File: config.mk
export PLATFORM = sky130hd
export DESIGN_NAME = uart_rx_fifo
export DESIGN_NICKNAME = d
export VERILOG_FILES = /design/src/rtl/uart_rx_fifo.sv
export SDC_FILE = /design/constraint.sdc
export NUM_CORES = 1
export LEC_CHECK = 0
export ABC_AREA = 1
export BUFFER_PORTS_ARGS = -buffer_cell sky130_fd_sc_hd__buf_4
export CAP_MARGIN = 25
export CELL_PAD_IN_SITES_DETAIL_PLACEMENT = 1
export CELL_PAD_IN_SITES_GLOBAL_PLACEMENT = 2
export CORE_MARGIN = 5
export CORE_UTILIZATION = 38
export CTS_BUF_LIST = sky130_fd_sc_hd__clkbuf_4 sky130_fd_sc_hd__clkbuf_8
export DETAILED_ROUTE_END_ITERATION = 8
export GPL_TIMING_DRIVEN = 0
export PLACE_DENSITY_LB_ADDON = 0.1
export SKIP_LAST_GASP = 1
export SLEW_MARGIN = 20
export SYNTH_ARGS = -nofsm -noshare
export SYNTH_HDL_FRONTEND = slang
export SYNTH_SLANG_ARGS = --single-unit
File: constraint.sdc
create_clock -name clk -period 2.4 [get_ports clk]
set_input_delay 0.72 -clock clk [delete_from_list [all_inputs] [get_ports clk]]
set_output_delay 0.72 -clock clk [all_outputs]
set_load 0.1 [all_outputs]
File: src/rtl/uart_rx_fifo.sv
// Receive FIFO for the UART: buffers characters with their line-status bits,
// reports occupancy, sticky overrun/underrun and an error-anywhere flag for LSR[7].
module uart_rx_fifo #(
  parameter int DATA_WIDTH = 8,
  parameter int DEPTH      = 16,
  parameter int PTR_WIDTH  = 4
) (
  input  logic                  clk,
  input  logic                  wb_rst_i,
  input  logic [DATA_WIDTH-1:0] data_in,
  input  logic [2:0]            err_in,
  input  logic                  push,
  input  logic                  pop,
  input  logic                  fifo_clear,
  input  logic                  status_clr,
  output logic [DATA_WIDTH-1:0] data_out,
  output logic [2:0]            err_out,
  output logic [PTR_WIDTH:0]    count,
  output logic                  empty,
  output logic                  full,
  output logic                  overrun,
  output logic                  underrun,
  output logic                  error_in_fifo
);

  localparam logic [PTR_WIDTH:0] LP_DEPTH = (PTR_WIDTH+1)'(DEPTH);

  logic [DATA_WIDTH+2:0] r_mem [DEPTH];
  logic [PTR_WIDTH-1:0]  r_wr_ptr;
  logic [PTR_WIDTH-1:0]  r_rd_ptr;
  logic [PTR_WIDTH:0]    r_count;
  logic [PTR_WIDTH:0]    r_err_cnt;
  logic                  r_overrun;
  logic                  r_underrun;

  logic                  w_empty;
  logic                  w_full;
  logic                  w_push_ok;
  logic                  w_pop_ok;
  logic                  w_set_ovr;
  logic                  w_set_und;
  logic                  w_err_inc;
  logic                  w_err_dec;
  logic [DATA_WIDTH+2:0] w_head;

  always_comb begin
    w_empty   = (r_count == '0);
    w_full    = (r_count == LP_DEPTH);
    w_head    = r_mem[r_rd_ptr];
    // A full FIFO still accepts a push when a pop frees the head slot in the same cycle.
    w_push_ok = push && !fifo_clear && (!w_full || pop);
    w_pop_ok  = pop  && !fifo_clear && !w_empty;
    w_set_ovr = push && !fifo_clear && w_full && !pop;
    w_set_und = pop  && !fifo_clear && w_empty;
    w_err_inc = w_push_ok && (err_in != 3'b000);
    w_err_dec = w_pop_ok  && (w_head[DATA_WIDTH+2:DATA_WIDTH] != 3'b000);
  end

  always_ff @(posedge clk) begin
    if (w_push_ok) r_mem[r_wr_ptr] <= {err_in, data_in};
  end

  always_ff @(posedge clk or negedge wb_rst_i) begin
    if (!wb_rst_i) begin
      r_wr_ptr  <= '0;
      r_rd_ptr  <= '0;
      r_count   <= '0;
      r_err_cnt <= '0;
    end else if (fifo_clear) begin
      r_wr_ptr  <= '0;
      r_rd_ptr  <= '0;
      r_count   <= '0;
      r_err_cnt <= '0;
    end else begin
      if (w_push_ok) r_wr_ptr <= r_wr_ptr + 1'b1;
      if (w_pop_ok)  r_rd_ptr <= r_rd_ptr + 1'b1;
      case ({w_push_ok, w_pop_ok})
        2'b10:   r_count <= r_count + 1'b1;
        2'b01:   r_count <= r_count - 1'b1;
        default: r_count <= r_count;
      endcase
      case ({w_err_inc, w_err_dec})
        2'b10:   r_err_cnt <= r_err_cnt + 1'b1;
        2'b01:   r_err_cnt <= r_err_cnt - 1'b1;
        default: r_err_cnt <= r_err_cnt;
      endcase
    end
  end

  // Set has priority over status_clr so an event in the clearing cycle is not lost.
  always_ff @(posedge clk or negedge wb_rst_i) begin
    if (!wb_rst_i) begin
      r_overrun  <= 1'b0;
      r_underrun <= 1'b0;
    end else begin
      if (w_set_ovr)       r_overrun <= 1'b1;
      else if (status_clr) r_overrun <= 1'b0;
      if (w_set_und)       r_underrun <= 1'b1;
      else if (status_clr) r_underrun <= 1'b0;
    end
  end

  always_comb begin
    data_out      = w_empty ? '0 : w_head[DATA_WIDTH-1:0];
    err_out       = w_empty ? '0 : w_head[DATA_WIDTH+2:DATA_WIDTH];
    count         = r_count;
    empty         = w_empty;
    full          = w_full;
    overrun       = r_overrun;
    underrun      = r_underrun;
    error_in_fifo = (r_err_cnt != '0);
  end

endmodule

# Word-level counts from Yosys, hierarchy flattened
# Memory sizes are Yosys's and may differ from the RTL's.
# Index checks and enable logic that the tools add are counted.
# Widths: inputs -> output; s select.
[word_totals] reg_bits=20 ramBits=176 inputBits=17 output_inout_bits=21 wordCells=57 memories=1
[mem_list] name="r_mem" words=16 word_bits=11 rd=1 rd_clocked_by_memory_dff=0 write_ports=1 line="28" text="logic [DATA_WIDTH+2:0] r_mem [DEPTH];"
[op_classes] addsub=6 n_eq_ne=5 muxes=15 n_reduce_logical=24
[op_table] operator="$pmux 5 s2" count=2
[op_table] operator="$mux 4" count=4
[op_table] operator="$reduce_bool 3->1" count=4
[op_table] operator="$add 5x1->5 const B" count=2
[op_table] operator="$mux 5" count=2
[op_table] operator="$sub 5x1->5 const B" count=2
[op_table] operator="$logic_and 1x1->1" count=9
[op_table] operator="$add 4x1->4 const B" count=2
[op_table] operator="$mux 8" count=1
[op_table] operator="$reduce_bool 2->1" count=4
[op_table] operator="$eq 5x5->1 const B" count=1
[op_table] operator="$logic_not 5->1" count=1
[op_table] operator="$mux 1" count=5
[op_table] operator="$reduce_bool 5->1" count=1
[op_table] operator="$eq 2x1->1 const B" count=2
[op_table] operator="$eq 2x2->1 const B" count=2
[op_table] operator="$logic_not 1->1" count=4
[op_table] operator="$mux 3" count=1
[op_table] operator="$logic_or 1x1->1" count=1

# Logic depth before layout (Yosys ltp)
[depth] word_depth=8 ltp_mapped=21 depth_no_buf=20

# Least setup slack after synthesis
# OpenSTA, ideal clock, no wires.
[synth_timing] path_kind="flip-flop to output port" start="reg r_count[1], in the netlist count[1]" end="out data_out[2]" t_arrival_ns=4.513 t_required_ns=1.680 path_slack_ns=-2.833 stages_incl_launch_ff=6 path_buffers=1 path_cell_list="dfrtp_1 inv_1 nand4_1 nor2_1 clkbuf_1 a211oi_1"
[synth_via] elab_chain_len=2
[synth_rtl] item="start, declared" line="31" text="logic [PTR_WIDTH:0] r_count;"
[synth_rtl] item="start signal, assigned" line="78" text="2'b10: r_count <= r_count + 1'b1;"
[synth_rtl] item="start signal, assigned" line="79" text="2'b01: r_count <= r_count - 1'b1;"
[synth_rtl] item="start signal, assigned" line="80" text="default: r_count <= r_count;"
[synth_rtl] item="$logic_not 5->1" line="47" text="w_empty = (r_count == '0);"
[synth_rtl] item="net empty" line="19" text="output logic empty,"
[synth_rtl] item="$mux 8" line="104" text="data_out = w_empty ? '0 : w_head[DATA_WIDTH-1:0];"
[synth_rtl] item="end, declared" line="16" text="output logic [DATA_WIDTH-1:0] data_out,"
# The timed path passes the listed nets, and every way through them passes these cells.

# Final worst setup path
[layout_timing] start="reg r_rd_ptr[0]" end="out data_out[7]"
[layout_via] elab_chain_len=2
[layout_rtl] item="start, declared" line="30" text="logic [PTR_WIDTH-1:0] r_rd_ptr;"
[layout_rtl] item="start signal, assigned" line="76" text="if (w_pop_ok) r_rd_ptr <= r_rd_ptr + 1'b1;"
[layout_rtl] item="$mem_v2 16x11"
[layout_rtl] item="$mux 8" line="104"
# Every way passes these cells.

==> metrics.yaml <==
synthArstFlopShare_pct: 10.20
hold_path.class: "input port to asynchronous set/reset pin"
timing.final.max_slew_violations: 0
cp_data_arrival_time_ns: 2.34
wl_um: 25190
cap_viol_max_count: 0
drive_above_1_share_pct: 39.78
worstSetupStartpointType: "register"
area.growth.synth_to_final_pct: 37.31
die-area_um2: 24940
die_w_um: 157.9
grt_max_degree: 21
finalCriticalPeriod_ns: 3.059
drt_iter0_markers: 380
worstSetupPathType: "register to output pin"
finalCritPeriodShare_pct: 127.5
die_h_um: 157.9
critPathMaxFanout: 8
hold_slack_ns: 0.1101
cts-root-buf: "clkbuf_8"
ys.flop_type: "edfxtp_1"
setup_ws_ns: -0.6594
synth_cells: 687
synth.net_count: 717
total_power_mw: 13.72
relSlewSlack_pct: 68.29
leakagePower_nw: 4.106
ys_warn_count: 0
violations: "negative setup slack"
worstPathRequired_ns: 1.68
rsz0062_at_grt: "true"
grt_antenna_before_repair: 0
grt_pass1_wl_um: 36710
grt_pass1_vias: 6078
diodes: 0
synth_edf_count: 176
end_kind: "output pin"
clkSinkCount: 196
ys_seq_area_share_pct: 69.59
tightest_slew_ns: 0.4744
netlist.area_leader.share_pct: 63.57
post-dp-hpwl_um: 15370
ios: 38
io_buffers: 37
fin_nets: 834
synth.area.top_cells: "edfxtp_1 64%, nand2_1 6.3%, dfrtp_1 6.0%, nor2_1 3.3%, o21ai_0 2.6%"
final_cell_mix: "176 x edfxtp_1, 112 x nand2_1, 60 x buf_4"
cts_buffer_depth: 2
drcViolationCount: 0
path_clk_slew_ns: 0.11
skew_ns: 0.02218
initial_core_util_pct: 38.34
place.gp.congestion: 0.7829
netlist_area_um2: 8314
setup_viol: 18
fmax_mhz: 326.9
avgSynthCellArea_um2: 12.10
ys_ff_latch: 196
cts-buffers-inserted: 17
vdd_drop_max_mv: 1.214
synth_largest_area_cell: "edfxtp_1"
fill_cells: 2155
routed_via_density: 5.288
fp-row-count: 54
status: "finished with violations"
h-tree-depth: 4
power_density_nw_per_um2: 1202
dr.pass1.iters: 5
core_um2: 21690
grt-ovfl-total: 0
cts_hold_buf: 0
vias: 5801
clock_latency_ns: 0.48
final_common_cell: "edfxtp_1"
hold_viol: 0
wire_per_inst_um: 22.96
ant_nets: 0
synth.distinct_cells: 35
cts_tree: "built"
final_core_utilization_pct: 52.64
grt_usage_pct: 20.03
==> sequential cells by signal, indices dropped and copies added (netlist names) <==
| signal | cells |
|---|---|
| r_err_cnt | 5 |
| count | 5 |
| overrun | 1 |
| r_rd_ptr | 4 |
| r_mem | 176 |
| r_wr_ptr | 4 |
| underrun | 1 |
==> cells by family after synthesis <==
logic type,share of synthesized area (%)
AOI/OAI and AO/OA,8.683
and+or+nand+nor,13.08
xor gates and xnor gates,0.9480
DFF,69.59
buffers and inverters,3.642
muxes,1.926
adders and majority gates,2.137
==> worst max-delay path: stages (launching register included) <==
cell and delay (ns):
dfrtp_2 0.45, buf_8 0.13, buf_12 0.13, buf_12 0.12, buf_8 0.12, o21ai_4 0.05, o22ai_2 0.20, nand2_2 0.14
a211oi_4 0.30, buf_12 0.21
==> metal layers <==
metal	vias up	wire, um	global-route usage, %	part of all wire, %
met4	0	273	5.244	1.1
met2	110	12650	33.02	50
met3	17	785	2.788	3.1
li1	2666	-	-	-
met5	-	0	0	0
met1	3008	11480	28.08	46
==> cells in the mapped netlist, types with 4 or more instances <==
cell / n
nand4_1: 5
inv_2: 6
nor2_1: 74
o221ai_1: 8
dfrtp_1: 20
a211oi_1: 8
nor3_1: 10
inv_1: 35
o21ai_1: 4
nand2_4: 4
mux2i_1: 16
xor2_1: 4
buf_2: 13
clkbuf_1: 9
nand2_1: 139
buf_1: 4
o21ai_0: 43
nand3_1: 21
edfxtp_1: 176
a21oi_1: 33
o22ai_1: 23
ha_1: 11
xnor2_1: 5
==> path summary, 6_finish.rpt <==
kind | startpoint | endpoint | slack (ns) | cells past startpoint
hold / removal | wb_rst_i | r_err_cnt[1]$_DFFE_PN0P_ | 0.11 | 1
setup / recovery | r_rd_ptr[0]$_DFFE_PN0P_ | data_out[7] | -0.66 | 9
setup reg to reg | r_rd_ptr[0]$_DFFE_PN0P_ | r_err_cnt[4]$_DFFE_PN0P_ | -0.40 | 23
min in group clk | status_clr | underrun$_DFFE_PN0P_ | 0.42 | 2
hold reg to reg | overrun$_DFFE_PN0P_ | overrun$_DFFE_PN0P_ | 0.54 | 2
max in group asynchronous | wb_rst_i | r_rd_ptr[1]$_DFFE_PN0P_ | 2.01 | 1
==> repair_timing <==
item / 4_1_cts / 5_1_grt
setup endpoints to repair: 173 / 159
pin swaps: 39 / 71
hold endpoints to repair: 0 / 0
gates resized for setup: 169 / 91
setup buffers: 26 / 36
cloned: 2 / 1
==> through the flow <==
| stage | cells | cell area (um^2) | setup WS [ns] | setup TNS (ns) |
|---|---|---|---|---|
| CTS | 1065 | 10740 | -0.5979 | -7.744 |
| global route | 1097 | 11420 | -0.7213 | -9.339 |
| detailed placement | 1005 | 9316 | -0.8600 | -56.82 |
| global placement | 1004 | 9281 | -0.7877 | -96.72 |
| finish | 1097 | 11420 | -0.6594 | -7.407 |
| floorplan | 687 | 8653 | -0.6316 | -6.492 |
==> area by class of cell <==
class / count / area, um^2 / area share [%]
sequential: 196 / 5804 / 50.84
multi-input combinational: 420 / 3035 / 26.59
timing repair buffer: 98 / 1147 / 10.05
buffer: 29 / 473.0 / 4.143
tap: 280 / 350.3 / 3.069
clock buffer: 17 / 234.0 / 2.050
clock inverter: 15 / 188.9 / 1.655
inverter: 42 / 182.7 / 1.600
==> where the power goes <==
group	internal [mW]	total [mW]	leakage, nW	switching, mW
Sequential	3.85	3.97	1.84	0.122
Clock	0.980	2.28	0.215	1.30
Combinational	2.88	7.47	2.05	4.58
No activity file was read; power rests on OpenSTA's default activity.
